### src/rtl/mem_arbiter.sv
// mem_arbiter: two-requester arbiter between icache and dcache and one single-ported RAM.
// The dcache has priority. A saturating starvation counter makes sure instruction fetch still progresses.
// A granted request's address, data and op are latched for the whole access.
module mem_arbiter #(
    parameter int STARVE_LIMIT = 4,
    parameter int ADDR_W       = 32
) (
    input  logic              CLK,
    input  logic              RST,
    // icache side
    input  logic              iREN,
    input  logic [ADDR_W-1:0] iaddr,
    output logic              iwait,
    output logic [ADDR_W-1:0] iload,
    // dcache side
    input  logic              dREN,
    input  logic              dWEN,
    input  logic [ADDR_W-1:0] daddr,
    input  logic [ADDR_W-1:0] dstore,
    output logic              dwait,
    output logic [ADDR_W-1:0] dload,
    // RAM side
    output logic              ramREN,
    output logic              ramWEN,
    output logic [ADDR_W-1:0] ramaddr,
    output logic [ADDR_W-1:0] ramstore,
    input  logic [ADDR_W-1:0] ramload,
    input  logic [1:0]        ramstate
);

    typedef logic [ADDR_W-1:0] word_t;
    typedef enum logic [1:0] {FREE = 2'd0, BUSY = 2'd1, ACCESS = 2'd2, ERROR = 2'd3} ramstate_t;
    typedef enum logic [1:0] {IDLE = 2'd0, IGRANT = 2'd1, DGRANT = 2'd2} state_t;

    localparam int CNT_W = $clog2(STARVE_LIMIT + 1);
    typedef logic [CNT_W-1:0] cnt_t;
    localparam cnt_t STARVE_MAX = cnt_t'(STARVE_LIMIT);

    state_t    state, nextState;
    word_t     latchedAddr, nextAddr;
    word_t     latchedStore, nextStore;
    logic      latchedWrite, nextWrite;
    cnt_t      starveCnt, nextCnt;
    ramstate_t ramState;
    logic      dReq;
    logic      iStarved;

    assign ramState = ramstate_t'(ramstate);
    // A simultaneous dREN and dWEN counts as one request. It is treated as a write.
    assign dReq     = dREN | dWEN;
    // The icache wins the next arbitration once the dcache has taken STARVE_LIMIT grants in a row while iREN waited.
    assign iStarved = iREN && (starveCnt >= STARVE_MAX);

    // The RAM always sees the latched request. Changes on the requester side during a grant are ignored.
    assign ramaddr  = latchedAddr;
    assign ramstore = latchedStore;

    // Register the state, the latched request and the starvation counter. Reset drops any in-flight access.
    // NOTE: sequential state uses non-blocking assignments so every register samples the pre-edge values together.
    always_ff @(posedge CLK or posedge RST) begin
        if (RST) begin
            state        <= IDLE;
            latchedAddr  <= '0;
            latchedStore <= '0;
            latchedWrite <= 1'b0;
            starveCnt    <= '0;
        end else begin
            state        <= nextState;
            latchedAddr  <= nextAddr;
            latchedStore <= nextStore;
            latchedWrite <= nextWrite;
            starveCnt    <= nextCnt;
        end
    end

    // Arbitrate in IDLE, and drive the RAM strobes and the granted requester's wait/load in a grant state.
    // NOTE: every signal written here is given a default first, so no path can infer a latch.
    always_comb begin
        nextState = state;
        nextAddr  = latchedAddr;
        nextStore = latchedStore;
        nextWrite = latchedWrite;
        nextCnt   = starveCnt;
        ramREN    = 1'b0;
        ramWEN    = 1'b0;
        iwait     = 1'b1;
        dwait     = 1'b1;
        iload     = '0;
        dload     = '0;

        case (state)
            IDLE: begin
                if (!iREN) begin
                    nextCnt = '0;
                end
                if (dReq && !iStarved) begin
                    nextState = DGRANT;
                    nextAddr  = daddr;
                    nextStore = dstore;
                    nextWrite = dWEN;
                    if (iREN && (starveCnt < STARVE_MAX)) begin
                        nextCnt = starveCnt + cnt_t'(1);
                    end
                end else if (iREN) begin
                    nextState = IGRANT;
                    nextAddr  = iaddr;
                    nextWrite = 1'b0;
                    nextCnt   = '0;
                end
            end

            IGRANT: begin
                if (!iREN) begin
                    // The requester withdrew, so abort with no wait pulse.
                    nextState = IDLE;
                end else begin
                    ramREN = 1'b1;
                    if (ramState == ACCESS) begin
                        iwait     = 1'b0;
                        iload     = ramload;
                        nextState = IDLE;
                    end
                end
            end

            DGRANT: begin
                if (!dReq) begin
                    nextState = IDLE;
                end else begin
                    ramWEN = latchedWrite;
                    ramREN = !latchedWrite;
                    // On FREE, BUSY and ERROR the strobe stays high, so the RAM keeps retrying.
                    if (ramState == ACCESS) begin
                        dwait     = 1'b0;
                        dload     = latchedWrite ? '0 : ramload;
                        nextState = IDLE;
                    end
                end
            end

            default: nextState = IDLE;
        endcase
    end

endmodule
### config.mk
export PLATFORM = sky130hd
export DESIGN_NAME = mem_arbiter
export DESIGN_NICKNAME = d
export VERILOG_FILES = /design/src/rtl/mem_arbiter.sv
export SDC_FILE = /design/constraint.sdc
export NUM_CORES = 1
export LEC_CHECK = 0
export CAP_MARGIN = 20
export CORE_ASPECT_RATIO = 1.25
export CORE_MARGIN = 2
export CORE_UTILIZATION = 35
export CTS_BUF_LIST = sky130_fd_sc_hd__clkbuf_4 sky130_fd_sc_hd__clkbuf_8
export CTS_CLUSTER_DIAMETER = 50
export DETAILED_ROUTE_END_ITERATION = 8
export PLACE_DENSITY = 0.81
export SKIP_CTS_REPAIR_TIMING = 1
export SYNTH_ARGS = -nofsm -noshare
export SYNTH_HDL_FRONTEND = slang
export SYNTH_SLANG_ARGS = --single-unit
### constraint.sdc
create_clock -name CLK -period 7.55 [get_ports CLK]
set_clock_uncertainty 0.15 [all_clocks]
set_input_delay 1.8875 -clock CLK [delete_from_list [all_inputs] [get_ports CLK]]
set_output_delay 1.8875 -clock CLK [all_outputs]
set_load 0.01 [all_outputs]
# Yosys cells after proc, flatten, opt, wreduce, memory -nomap -nowiden
# Index checks and enable logic that the tools add are counted.
# word_totals
reg_bits	70
out_inout_bits	132
elab_cells	53
input_bits	135
# op_classes
magnitude_cmp	2
reduce_logical	9
addsub	1
eq_ne	4
muxes	31
n_bitwise	1
# ops
cell	n
$mux 32	9
$mux 3	4
$mux 1	11
$mux 2	5
$pmux 2 s3	1
$eq 2x2->1 const B	2
$reduce_and 2->1	2
$add 3x1->3 const B	1
$ge 3x3->1 const B	1
$logic_and 1x1->1	3
$lt 3x3->1 const B	1
$ne 3x3->1 const B	1
$eq 2x1->1 const B	1
$logic_not 1->1	2
$logic_not 2->1	1
$pmux 1 s2	1
$reduce_bool 2->1	1
$or 1x1->1	1

# Logic depth before layout (Yosys ltp)
# logic_depth
ltp_word	6
depth_mapped	7
ltp_nobuf	5

# Least setup slack after synthesis
# Ideal clock, no wire load.
# synth_path
path_type	input to output
from	in dWEN
to	out dload[0]
arrival_time_ns	2.769
setup_slack_ns	2.743
n_path_buf	2
cell_stages	5
required_ns	5.512
path_cell_list	buf_4 -> o21ai_1 -> nor3_2 -> clkbuf_2 -> and2_1
# synth_via
elab_chain_cells	3
# synth_rtl
item	line_no	rtl
start: declaration	17	input logic dWEN,
$or 1x1->1	50	assign dReq = dREN | dWEN;
$mux 32	127	if (!dReq) begin
$mux 32	91	case (state)
end: declaration	21	output logic [ADDR_W-1:0] dload,
# Every way passes these cells.

# Worst setup path after layout
# layout_path
from	in dWEN
to	out dload[26]
# Same word-level chain as after synthesis.

==> flow_metrics.env <==
export IMPL_dpl_instance_area_um2=6440
export IMPL_fin_tns_setup_ps=0
export IMPL_clock_sinks=70
export IMPL_ys_async_sr_fraction_pct=100
export IMPL_placed_cells_incl_taps=706
export IMPL_via_count_of_the_first_global_routing_pass=3381
export IMPL_syn_area_per_cell_um2=11.5
export IMPL_final_setup_viol_count=0
export IMPL_final_common_cell="clkdlybuf4s50_1"
export IMPL_gp_weighted_congestion=0.813
export IMPL_finalMaxSlewViolations=0
export IMPL_insertedDiodeCount=0
export IMPL_num_nets_final=726
export IMPL_starting_density_pct=35.7
export IMPL_detail_route_vias_per_cell=4.69
export IMPL_fin_worst_hold_slack_ps=331
export IMPL_final_critical_path_setup_slack_ps=1430
export IMPL_nFillCells=851
export IMPL_grt_max_degree=71
export IMPL_crit_path_start_kind="primary input"
export IMPL_cp_cell_instances="clkdlybuf4s50_1, o21ai_1, nor3_2, buf_4, and2_1, clkdlybuf4s50_1"
export IMPL_max_freq_mhz=163
export IMPL_firstDrtPassIters=4
export IMPL_clockRootBuffer="clkbuf_8"
export IMPL_gr_usage_all_layers_pct=19.2
export IMPL_grt_setup_unrepaired="false"
export IMPL_synth_edf_count=0
export IMPL_design_die_area_um2=11600
export IMPL_met2_wire_len_um=6330
export IMPL_m1WireLength_um=3650
export IMPL_tightestPinTransition_ps=877
export IMPL_clock_latency_on_the_worst_skew_pair_ps=330
export IMPL_vias=3394
export IMPL_fp_row_count=42
export IMPL_boundaryPins=267
export IMPL_total_leakage_power_nw=2.80
export IMPL_crit_arrival_ps=4080
export IMPL_route_top_layer_used="met4"
export IMPL_run_status="complete, no violations"
export IMPL_postSynthRegisterBits=70
export IMPL_power_per_cell_area_nw_per_um2=303
export IMPL_placement_stage_worst_setup_slack_ps=1420
export IMPL_cp_buffers_inverters=3
export IMPL_synth_main_ff_cell="dfrtp_1"
export IMPL_number_of_buffers_added_on_ports=266
export IMPL_ant_nets=0
export IMPL_switching_share_pct=32.9
export IMPL_grt_overflow_total=0
export IMPL_layout_cells_non_filler=723
export IMPL_post_route_util_pct=63.5
export IMPL_cts_inserted_buffers=9
export IMPL_slew_headroom_pct=41.5
export IMPL_die_width_um=96.6
export IMPL_ff_latch_area_um2=1750
export IMPL_syn_cell_area_um2=3750
export IMPL_detail_route_wirelength_um=11300
export IMPL_maxCapViolCount=0
export IMPL_totalPowerFinal_mw=2.02
export IMPL_timing_setup_critical_path_class="in -> out"
export IMPL_min_period_over_period_pct=81.0
export IMPL_cts_root_to_sink_buffers=2
export IMPL_core_area_um2=10500
export IMPL_number_of_instances_in_the_synthesized_netlist=327
export IMPL_synth_sequential_area_ratio_pct=46.7
export IMPL_grt_pass1_wl_um=16800
export IMPL_floorplan_die_height_um=120
export IMPL_detail_route_drc_violations=0
export IMPL_critPathSlowestCell="clkdlybuf4s50_1"
export IMPL_vdd_drop_max_uv=185
export IMPL_total_switching_power_mw=0.665
export IMPL_fin_crit_ps=6120
export IMPL_cts_reportedPaths_clkPinSlew_ps=70
export IMPL_detailed_place_hpwl_um=9070
export IMPL_sequentialPowerShare_pct=33.2
export IMPL_max_stage_delay_ps=780
export IMPL_cts_htree_levels=3
export IMPL_drtIter0Drc=71
export IMPL_min_path_type="reg -> reg"
export IMPL_clkPwrFrac_pct=15.4
export IMPL_final_cell_mix="clkdlybuf4s50_1 (266), dfrtp_1 (70), and2_1 (66), nand2_1 (35), mux2i_1 (34)"
export IMPL_worst_ep_required_time_ps=5510
export IMPL_crit_family="buffers and inverters"
export IMPL_synthDistinctLibCells=33
export IMPL_intPower_mw=1.36
export IMPL_power_combinational_fraction_pct=51.4
export IMPL_grt_antenna_before_repair=0
export IMPL_critPathMostFrequentCell="clkdlybuf4s50_1"
export IMPL_flow_area_growth_from_synthesis_pct=77.8
export IMPL_clock_tree_from_tritoncts="built"
export IMPL_timing_final_hold_violations=0
export IMPL_postSynthNetCount=467
export IMPL_setup_worst_path_end_class="output pin"
export IMPL_drive_above_1_share_pct=10.2
export IMPL_met3_length_um=1110
export IMPL_critical_path_peak_fanout=32
export IMPL_finish_instance_area_um2=6670
export IMPL_ys_warnings_count=0
export IMPL_multi_input_comb_area_um2=1810
export IMPL_post_drt_wl_per_cell_um=15.7
-- sequential cells by signal (all words and copies together) (netlist names) --
register / cells
ramaddr: 32
state: 2
ramstore: 32
latchedWrite: 1
starveCnt: 3
-- routing by layer --
metal	GRT usage, %	vias up
met4	8.19	0
li1	-	1617
met2	37.0	168
met5	0	-
met1	18.4	1594
met3	5.08	15
-- final timing paths --
path,start,cells after the start,end,slack (ps)
setup / recovery,dWEN,6,dload[26],1430
hold / removal,ramaddr[25]$_DFFE_PP0P_,2,ramaddr[25]$_DFFE_PP0P_,330
setup reg to reg,state[0]$_DFFE_PP0P_,4,ramstore[4]$_DFFE_PP0P_,5310
hold reg to reg,ramaddr[25]$_DFFE_PP0P_,2,ramaddr[25]$_DFFE_PP0P_,330
max in group asynchronous,RST,3,ramaddr[17]$_DFFE_PP0P_,4700
min in group asynchronous,RST,3,ramstore[20]$_DFFE_PP0P_,1990
-- logic make-up (layout without fill, tap and decap cells) --
| group | count (synthesis) | after routing | synth area share, % |
|---|---|---|---|
| AOI/OAI and AO/OA | 45 | 45 | 8.21 |
| and+or+nand+nor | 113 | 113 | 16.5 |
| DFF | 70 | 70 | 46.7 |
| adders and majority gates | 5 | 5 | 1.67 |
| buffers and inverters | 28 | 292 | 5.20 |
| muxes | 66 | 66 | 21.7 |
-- worst register-to-register path, cell delays in order, from the launching register on --
cell     delay [ps]
dfrtp_1         420
inv_1           110
ha_1            500
nand2_4         490
mux2_4          460
-- power groups by stage --
stage                     clock network, mW  logic [mW]  registers (mW)
final                                 0.312        1.04           0.672
after global routing                  0.337        1.11           0.696
after detailed placement                  0        1.05           0.672
after global placement                    0        1.03           0.665
after CTS                             0.323        1.05           0.672
after floorplan                           0       0.460           0.745
-- cells in the mapped netlist, types with 5 or more instances --
| master | count | area, µm² |
|---|---|---|
| and2_1 | 66 | 413 |
| buf_4 | 7 | 52.6 |
| buf_6 | 8 | 90.1 |
| clkbuf_1 | 5 | 18.8 |
| dfrtp_1 | 70 | 1750 |
| ha_1 | 5 | 62.6 |
| inv_1 | 5 | 18.8 |
| mux2_4 | 30 | 450 |
| mux2i_1 | 34 | 340 |
| nand2_1 | 35 | 131 |
| o21ai_0 | 8 | 40.0 |
| o21ai_1 | 27 | 135 |
-- cell type report --
type | instances | share of cell area, %
clock buffer | 13 | 2.49
clock inverter | 3 | 0.638
inverter | 5 | 0.281
multi-input combinational | 229 | 27.2
sequential | 70 | 26.3
tap | 132 | 2.48
timing repair buffer | 271 | 40.7
Note: power is estimated with default switching activity, not from simulation.
